<file path="src/rtl/rv_mem_arbiter.sv">
// rv_mem_arbiter: round-robin share of one single-port synchronous RAM between
// the fetch port and the data port, one access at a time through IDLE/ISSUE/WAIT/RESP.
module rv_mem_arbiter #(
  parameter int AW      = 32,
  parameter int DW      = 32,
  parameter int MEM_LAT = 1
) (
  input  logic            clk_i,
  input  logic            rst_n_i,
  input  logic            i_req_i,
  input  logic [AW-1:0]   i_addr_i,
  output logic [DW-1:0]   i_data_o,
  output logic            i_ack_o,
  input  logic            d_req_i,
  input  logic            d_we_i,
  input  logic [AW-1:0]   d_addr_i,
  input  logic [DW-1:0]   d_wdata_i,
  input  logic [DW/8-1:0] d_be_i,
  output logic [DW-1:0]   d_rdata_o,
  output logic            d_ack_o,
  output logic            m_en_o,
  output logic            m_we_o,
  output logic [DW/8-1:0] m_be_o,
  output logic [AW-1:0]   m_addr_o,
  output logic [DW-1:0]   m_wdata_o,
  input  logic [DW-1:0]   m_rdata_i,
  output logic            busy_o
);
  typedef enum logic [1:0] {IDLE, ISSUE, WAIT, RESP} state_t;
  state_t     r_state;
  logic [2:0] r_cnt;
  logic       r_gnt_d;
  logic       r_last_d;
  logic       w_pick_d;
  // data wins when alone, or on conflict when fetch was served last
  assign w_pick_d = d_req_i & (~i_req_i | ~r_last_d);
  always_ff @(posedge clk_i or negedge rst_n_i) begin
    if (!rst_n_i) begin
      r_state   <= IDLE;
      r_cnt     <= '0;
      r_gnt_d   <= 1'b0;
      r_last_d  <= 1'b1;
      i_data_o  <= '0;
      d_rdata_o <= '0;
      i_ack_o   <= 1'b0;
      d_ack_o   <= 1'b0;
      m_en_o    <= 1'b0;
      m_we_o    <= 1'b0;
      m_be_o    <= '0;
      m_addr_o  <= '0;
      m_wdata_o <= '0;
      busy_o    <= 1'b0;
    end else begin
      i_ack_o   <= 1'b0;
      d_ack_o   <= 1'b0;
      m_en_o    <= 1'b0;
      m_we_o    <= 1'b0;
      m_be_o    <= '0;
      m_addr_o  <= '0;
      m_wdata_o <= '0;
      case (r_state)
        IDLE: if (i_req_i | d_req_i) begin
          r_state   <= ISSUE;
          busy_o    <= 1'b1;
          r_gnt_d   <= w_pick_d;
          r_last_d  <= w_pick_d;
          m_en_o    <= 1'b1;
          m_we_o    <= w_pick_d & d_we_i;
          m_be_o    <= w_pick_d ? d_be_i : '1;
          m_addr_o  <= (w_pick_d ? d_addr_i : i_addr_i) & ~AW'(3);
          m_wdata_o <= w_pick_d ? d_wdata_i : '0;
        end
        ISSUE: if (m_we_o) begin
          r_state <= RESP;
          d_ack_o <= r_gnt_d;
          i_ack_o <= ~r_gnt_d;
        end else begin
          r_cnt   <= 3'(MEM_LAT - 1);
          r_state <= WAIT;
        end
        WAIT: if (|r_cnt) r_cnt <= r_cnt - 3'd1;
        else begin
          r_state <= RESP;
          if (r_gnt_d) begin
            d_rdata_o <= m_rdata_i;
            d_ack_o   <= 1'b1;
          end else begin
            i_data_o <= m_rdata_i;
            i_ack_o  <= 1'b1;
          end
        end
        RESP: begin
          r_state <= IDLE;
          busy_o  <= 1'b0;
        end
        default: r_state <= IDLE;
      endcase
    end
  end
endmodule

</file>
<file path="config.mk">
export PLATFORM = sky130hd
export DESIGN_NAME = rv_mem_arbiter
export DESIGN_NICKNAME = d
export VERILOG_FILES = /design/src/rtl/rv_mem_arbiter.sv
export SDC_FILE = /design/constraint.sdc
export NUM_CORES = 1
export LEC_CHECK = 0
export BUFFER_PORTS_ARGS = -buffer_cell sky130_fd_sc_hd__clkbuf_2
export CAP_MARGIN = 20
export CORE_ASPECT_RATIO = 0.8
export CORE_UTILIZATION = 46
export DETAILED_ROUTE_END_ITERATION = 8
export HOLD_SLACK_MARGIN = 0.15
export PLACE_DENSITY_LB_ADDON = 0.12
export SETUP_SLACK_MARGIN = 0.15
export SYNTH_ARGS = -nofsm -noshare
export SYNTH_HDL_FRONTEND = slang
export SYNTH_SLANG_ARGS = --single-unit
</file>
<file path="constraint.sdc">
create_clock -name clk_i -period 2.5 [get_ports clk_i]
set_clock_uncertainty 0.1 [all_clocks]
set_input_delay 0.375 -clock clk_i [delete_from_list [all_inputs] [get_ports clk_i]]
set_output_delay 0.375 -clock clk_i [all_outputs]
set_load 0.02 [all_outputs]
</file>
# Word level (Yosys, flattened, before mapping)
# Cells that the tools add are included.
[totals] regBits=144 inputBits=137 out_inout_bits=137 word_cells=70
[op_classes] n_addsub=1 n_eq_ne=7 mux=30 bitwise=8 reduce_logical=10
[ops] operator="$mux 32" count=6
[ops] operator="$mux 1" count=12
[ops] operator="$mux 4" count=3
[ops] operator="$reduce_and 3->1" count=3
[ops] operator="$ne 2x2->1 const B" count=4
[ops] operator="$pmux 2 s4" count=1
[ops] operator="$mux 3" count=2
[ops] operator="$pmux 1 s2" count=3
[ops] operator="$pmux 3 s2" count=1
[ops] operator="$reduce_and 2->1" count=3
[ops] operator="$eq 2x2->1 const B" count=2
[ops] operator="$mux 2" count=2
[ops] operator="$not 1->1" count=4
[ops] operator="$reduce_bool 2->1" count=2
[ops] operator="$reduce_or 3->1" count=1
[ops] operator="$sub 3x1->3 const B" count=1
[ops] operator="$and 1x1->1" count=2
[ops] operator="$eq 2x1->1 const B" count=1
[ops] operator="$logic_not 2->1" count=1
[ops] operator="$or 1x1->1" count=2

# Logic depth before layout (Yosys ltp)
# Gate-level depths: netlist (run 1).
[logic_depth] word_depth=6 ltp_mapped=7

# Worst setup path before layout (run 1)
# No wires, ideal clock.
[synth_timing] path_kind="flip-flop to flip-flop" start="register r_state[0]" end="register i_data_o[0]" arrival_time_ns=1.522 required_ns=2.275 slack_ns=0.752 path_stages_with_launch=8 n_path_buf=2 synth_period_minus_slack_ns=1.748 path_cell_list="dfrtp_1 -> inv_1 -> ha_1 -> and3b_1 -> and2_4 -> buf_6 -> buf_12 -> mux2_4"
[synth_between] elab_chain_cells=2
[synth_rtl] element="from (decl)" line="30" text="state_t r_state;"
[synth_rtl] element="from (signal assigned)" line="39" text="r_state <= IDLE;"
[synth_rtl] element="from (signal assigned)" line="63" text="r_state <= ISSUE;"
[synth_rtl] element="from (signal assigned)" line="74" text="r_state <= RESP;"
[synth_rtl] element="$eq 2x2->1" line="61" text="case (r_state)"
[synth_rtl] element="$reduce_and 3->1 (no line)"
[synth_rtl] element="to (signal assigned)" line="88" text="i_data_o <= m_rdata_i;"
[synth_rtl] element="to (decl)" line="12" text="output logic [DW-1:0] i_data_o,"
# No other way between the ends.
# A chain may end at the register's enable or synchronous reset.

# Worst setup path after layout (run 1)
[layout_timing] start="register r_state[0]" end="register m_addr_o[2]"
[layout_between] elab_chain_cells=2
[layout_rtl] element="$logic_not 2->1" line="61"
[layout_rtl] element="$mux 32" line="61"
[layout_rtl] element="to (signal assigned)" line="70" text="m_addr_o <= (w_pick_d ? d_addr_i : i_addr_i) & ~AW'(3);"
[layout_rtl] element="to (decl)" line="24" text="output logic [AW-1:0] m_addr_o,"
# No other way between the ends.

==> results of run 1 <==
routing by layer:
layer  GRT usage [%]  up-vias  wire length [microns]
li1                -     2205                      -
met1           31.70     2355                   6484
met5               0        -                      0
met3           7.196       25                    918
met4           9.175        0                    316
met2           48.70      200                   8753
area by class of cell:
type / instances / area [sq um]
inverter: 7 / 26.28
fill: 684 / 2589
clock inverter: 13 / 234.0
tap: 148 / 185.2
multi-input combinational: 242 / 1789
sequential: 142 / 3555
timing repair buffer: 409 / 2784
clock buffer: 19 / 442.9
tightest hold or removal path: cells and delay by family:
kind / cells / cell delay [ps]
buf+inv: 1 / 170
compound gates: 2 / 230
power by group through the flow:
stage	combinational, mW	clock [mW]	sequential [mW]
finish	4.19	2.89	3.52
global route	4.44	3.03	3.60
CTS	4.14	2.92	3.50
detailed placement	3.86	0	3.53
global placement	3.80	0	3.48
floorplan	1.64	0	4.43
metrics by stage:
| step | power, mW | worst slack (ps) | hold WS, ps | util [%] | instances |
|---|---|---|---|---|---|
| floorplan | 6.068 | 752.5 | -20.59 | - | 418 |
| global placement | 7.279 | 576.6 | 284.5 | 60.53 | 818 |
| detailed placement | 7.387 | 524.5 | 288.2 | 60.53 | 818 |
| CTS | 10.56 | 213.2 | 263.6 | 77.57 | 980 |
| global route | 11.07 | 194.6 | 367.9 | 77.69 | 980 |
| finish | 10.60 | 300.2 | 305.0 | 77.69 | 980 |
cells by family (layout without fill, tap and decap cells):
kind of cell | after synthesis | count (layout)
buf+inv | 34 | 448
compound gates | 47 | 47
flops | 142 | 142
fa+ha+maj | 6 | 6
other cells | 1 | 2
mux | 65 | 65
simple gates | 122 | 122
synth_stat cells, types with 6 or more instances:
cell / n
a21oi_1: 30
and3_1: 33
buf_2: 10
clkbuf_1: 11
dfrtp_1: 141
ha_1: 6
inv_1: 7
mux2_2: 35
mux2_4: 30
nand2_1: 68
nor2_1: 13
o21ai_0: 6
worst max path at each step:
| stage | from | endpoint | slack (ps) | cells after the start |
|---|---|---|---|---|
| 2_1_floorplan | r_state[0] | i_data_o[0] | 750 | 7 |
| 3_5_place_dp | i_req_i | r_gnt_d | 520 | 5 |
| 3_3_place_gp | i_req_i | r_gnt_d | 580 | 5 |
| 4_1_cts | r_state[0] | m_addr_o[14] | 210 | 6 |
| 5_1_grt | r_state[0] | m_addr_o[2] | 190 | 6 |
| 6_report | r_state[0] | m_addr_o[2] | 300 | 6 |
state kept, by name (all words and copies together) (netlist names), 2 cells and up:
signal     flops
r_state        2
r_cnt          3
i_data_o      32
d_rdata_o     32
m_be_o         4
m_addr_o      30
m_wdata_o     32
layout by cell type, fill, tap and decap left out, types with 2 or more instances in the layout:
| cell | instances |
|---|---|
| clkbuf_2 | 266 |
| bufinv_16 | 6 |
| inv_6 | 2 |
| clkbuf_16 | 17 |
| and3_1 | 33 |
| mux2_4 | 30 |
| clkinv_4 | 3 |
| mux2_2 | 35 |
| nor2_1 | 13 |
| o21ai_0 | 6 |
| a211oi_1 | 2 |
| a21oi_1 | 30 |
| dlygate4sd3_1 | 130 |
| clkinv_2 | 2 |
| inv_1 | 7 |
| dfrtp_1 | 141 |
| o211ai_1 | 2 |
| conb_1 | 2 |
| ha_1 | 6 |
| buf_4 | 8 |
| nand2_1 | 68 |
| buf_12 | 4 |
what timing repair did:
item	in CTS	in global routing
hold buffers	130	0
buffers inserted	0	0
gates resized for setup	0	2
hold endpoints to repair	184	0
endpoints found under the setup margin	0	16
==> impl_metrics.env, run 1 <==
export IMPL_sw_frac_of_total_pct=35.14
export IMPL_port_buffers=267
export IMPL_clockBufferDepth=2
export IMPL_tritoncts="built"
export IMPL_crit_fanout=22
export IMPL_syn_inst=417
export IMPL_synth_top_family_by_area="multiplexers"
export IMPL_synth_area_leaders="dfrtp_1, mux2_4, mux2_2"
export IMPL_remaining_drc_errors=0
export IMPL_row_count=35
export IMPL_hold_class="in -> reg"
export IMPL_ys_seq_area_share_pct=64.41
export IMPL_stdcell_area_sq_um=9016
export IMPL_vias_per_cell=4.883
export IMPL_synth_top_flop_cell="dfrtp_1"
export IMPL_nets=962
export IMPL_slowest_delay_ps=560
export IMPL_path_clk_slew_ps=60
export IMPL_yosysWarnings=0
export IMPL_wl_per_cell_microns=16.81
export IMPL_synth_compound_area_share_pct=4.874
export IMPL_status="finished clean"
export IMPL_drive_gt1_share_pct=45.67
export IMPL_drt_wl_total_mm=16.47
export IMPL_clkPwrFrac_pct=27.3
export IMPL_grt_max_degree=59
export IMPL_grtUsageTotal_pct=27.11
export IMPL_synth_seq_cells=142
export IMPL_hpwl_mm=9.834
export IMPL_num_io_pins=274
export IMPL_drv_slew=0
export IMPL_antenna_cells=0
export IMPL_hold_end="busy_o"
export IMPL_yosys_area_share_simple_pct=10.29
export IMPL_clock_fmax_mhz=454.6
export IMPL_syn_avg_cell_area_sq_um=13.24
export IMPL_switching_power_mw=3.724
export IMPL_p_leak_nw=4.872
export IMPL_drt_initial_drc_count=179
export IMPL_tns_ps=0
export IMPL_place_gp_congestion=0.7622
export IMPL_dr_pass1_iters=5
export IMPL_start_util_pct=47.56
export IMPL_arrival_ps=2390
export IMPL_intPower_mw=6.874
export IMPL_irDropWorstVdd_mv=0.5969
export IMPL_combPwrFrac_pct=39.5
export IMPL_yosysTopAreaCellShare_pct=63.93
export IMPL_synthMuxAreaShare_pct=15.30
export IMPL_coreArea_sq_um=11600
export IMPL_synth_largest_area_cell="dfrtp_1"
export IMPL_die_h_microns=99.97
export IMPL_synth_cell_types=34
export IMPL_max_cap_violations=0
export IMPL_final_period_utilization_pct=87.99
export IMPL_num_vias=4785
export IMPL_worstSetupStartpointType="flop"
export IMPL_holdCritStartpoint="d_req_i"
export IMPL_timing_rr_end="m_addr_o[2]"
export IMPL_slew_limit_headroom_pct=58.56
export IMPL_die_w_microns=124.5
export IMPL_first_global_vias=5101
export IMPL_synth_edf_count=0
export IMPL_hold_viol=0
export IMPL_syn_area_sq_um=5519
export IMPL_powerDensity_nw_per_um2=1175
export IMPL_path_cells="inv_1 -> ha_1 -> o21ai_4 -> buf_4 -> a21oi_1 -> dlygate4sd3_1"
export IMPL_seq_power_share_pct=33.2
export IMPL_r2r_start="r_state[0]"
export IMPL_setup_viol=0
export IMPL_htreeDepth=4
export IMPL_rr_worst_depth=6
export IMPL_synthAdderAreaFrac_pct=1.360
export IMPL_rsz0062_at_grt="no"
export IMPL_hold_path_depth=3
export IMPL_dieArea_sq_um=12440
export IMPL_synth_xor_area_share_pct=0
export IMPL_cts_root_buf="clkbuf_16"
export IMPL_clkSinkCount=142
export IMPL_grt_ovfl_total=0
export IMPL_syn_to_final_growth_pct=63.36
export IMPL_criticalPathCategory="reg -> reg"
export IMPL_r2r_slack_ps=300
export IMPL_cp_top_family="buffers and inverters"
export IMPL_slowest_stage="dlygate4sd3_1"
export IMPL_cp_num_buf_inv=3
export IMPL_detail_route_antenna_nets=0
export IMPL_synth_async_reset_ratio_pct=100.0
export IMPL_placed_area_sq_um=7024
export IMPL_cts_buffers=17
export IMPL_antenna_found_initial=0
export IMPL_cp_end_kind="flop"
export IMPL_clkLatencyLatePin_ps=400
export IMPL_post_route_min_period_ps=2200
export IMPL_worstMarginPinSlew_ps=619.3
export IMPL_worstPathRequired_ps=2690
export IMPL_grt_pass1_wl_mm=26.23
(Power assumes the default switching activity.)
==> inputs of run 2 (changes only) <==
==> constraint.sdc (replaced) <==
create_clock -name clk_i -period 2.1 [get_ports clk_i]
set_clock_uncertainty 0.1 [all_clocks]
set_input_delay 0.315 -clock clk_i [delete_from_list [all_inputs] [get_ports clk_i]]
set_output_delay 0.315 -clock clk_i [all_outputs]
set_load 0.02 [all_outputs]
==> run 2 against run 1 <==
Compared with the run above:
- sequential power grew 19%
- first-iteration DRC count grew 68%
- clock-buffer cell count grew 1
- via count grew 2.9%
- cell area is essentially flat
- routed wire length grew 2.4%
- total power grew 16%
- register-to-register slack lost 40 ps
- fmax grew 19%
- combinational power grew 17%
- non-clock buffer count grew 6
==> impl_metrics.env, run 2 (same netlist as run 1, synthesis figures left out) <==
export IMPL_status="finished clean"
export IMPL_criticalPathCategory="reg -> reg"
export IMPL_arrival_ps=2040
export IMPL_worstSetupStartpointType="flop"
export IMPL_tns_ps=0
export IMPL_drt_wl_total_mm=16.87
export IMPL_clkSinkCount=142
export IMPL_worstPathRequired_ps=2290
export IMPL_cts_buffers=17
export IMPL_row_count=35
export IMPL_wl_per_cell_microns=17.12
export IMPL_top_regs="d_rdata_o (32), i_data_o (32), m_wdata_o (32)"
export IMPL_num_io_pins=274
export IMPL_remaining_drc_errors=0
export IMPL_die_w_microns=124.5
export IMPL_tritoncts="built"
export IMPL_coreArea_sq_um=11600
export IMPL_grtUsageTotal_pct=27.96
export IMPL_first_global_vias=5204
export IMPL_drt_initial_drc_count=301
export IMPL_hpwl_mm=9.759
export IMPL_fillers=678
export IMPL_max_cap_violations=0
export IMPL_p_leak_nw=4.813
export IMPL_cp_end_kind="flop"
export IMPL_hold_viol=0
export IMPL_antenna_cells=0
export IMPL_start_util_pct=47.56
export IMPL_grt_pass1_wl_mm=26.87
export IMPL_port_buffers=267
export IMPL_clkLatencyLatePin_ps=410
export IMPL_clockBufferDepth=2
export IMPL_cts_root_buf="clkbuf_16"
export IMPL_rsz0062_at_grt="no"
export IMPL_hold_class="in -> reg"
export IMPL_drv_slew=0
export IMPL_syn_to_final_growth_pct=63.39
export IMPL_path_clk_slew_ps=60
export IMPL_num_vias=4923
export IMPL_clock_fmax_mhz=542.8
export IMPL_irDropWorstVdd_mv=0.6987
export IMPL_post_route_min_period_ps=1842
export IMPL_vias_per_cell=4.998
export IMPL_final_cell_mix="clkbuf_2, dfrtp_1, dlygate4sd3_1, nand2_1, mux2_2"
export IMPL_place_gp_congestion=0.7746
export IMPL_htreeDepth=4
export IMPL_slew_limit_headroom_pct=49.14
export IMPL_final_common_cell="clkbuf_2"
export IMPL_dieArea_sq_um=12440
export IMPL_grt_max_degree=63
export IMPL_worstMarginPinSlew_ps=762.8
export IMPL_setup_viol=0
export IMPL_antenna_found_initial=0
export IMPL_detail_route_antenna_nets=0
export IMPL_die_h_microns=99.97
export IMPL_r2r_slack_ps=260
export IMPL_drive_gt1_share_pct=46.12
export IMPL_crit_fanout=7
export IMPL_worst_hold_slack_ps=213.9
export IMPL_nets=968
export IMPL_powerDensity_nw_per_um2=1360
export IMPL_grt_ovfl_total=0
export IMPL_dr_pass1_iters=5
export IMPL_final_period_utilization_pct=87.72
==> run 2: per-layer routing <==
metal / GRT usage, % / vias up / wire length [microns]
met1: 32.34 / 2416 / 6425
met4: 11.77 / 0 / 333
li1: - / 2227 / -
met2: 49.47 / 252 / 8933
met3: 7.569 / 28 / 1176
met5: 0 / - / 0
==> run 2: layout make-up <==
| cell class | instances | area, sq um | area share, % |
|---|---|---|---|
| inverter | 7 | 26.28 | 0.2914 |
| multi-input combinational | 242 | 1775 | 19.69 |
| clock buffer | 20 | 456.7 | 5.065 |
| timing repair buffer | 415 | 2854 | 31.65 |
| tap | 148 | 185.2 | 2.054 |
| clock inverter | 11 | 165.2 | 1.832 |
| sequential | 142 | 3555 | 39.42 |
==> run 2: critical path: stages (launching register included) <==
cell and delay, ps:
dfrtp_1 390, inv_1 110, ha_1 200, and3b_1 200, and2_4 220, buf_4 190, mux2_4 310
==> run 2: worst paths after layout <==
kind / startpoint / endpoint / cells after the start
max: r_cnt[0] / i_data_o[15] / 6
min: d_req_i / busy_o / 3
max reg2reg: r_cnt[0] / i_data_o[15] / 6
min reg2reg: r_gnt_d / i_ack_o / 1
max in group asynchronous: rst_n_i / m_addr_o[22] / 3
min in group asynchronous: rst_n_i / d_rdata_o[16] / 2
==> run 2: what timing repair did <==
action,in CTS,in global routing
setup buffers,0,4
endpoints found under the hold margin,272,0
resized for setup,0,1
hold buffers,130,0
endpoints found under the setup margin,0,27
==> run 2: power by group <==
group	total [mW]	internal (mW)	switching, mW
clock	3.16	2.04	1.12
combinational	4.92	2.18	2.74
sequential	4.18	3.69	0.491
total	12.3	7.92	4.35
==> run 2: stage by stage <==
stage	setup WS (ps)	utilization [%]	instances	power [mW]	area, sq um
2_1_floorplan	352.5	-	418	7.224	5523
3_3_place_gp	255.6	60.87	820	8.691	7064
3_5_place_dp	218.4	60.87	820	8.830	7064
4_1_cts	213.2	77.44	981	12.19	8987
5_1_grt	156.6	77.70	985	12.86	9017
6_report	257.8	77.70	985	12.27	9017
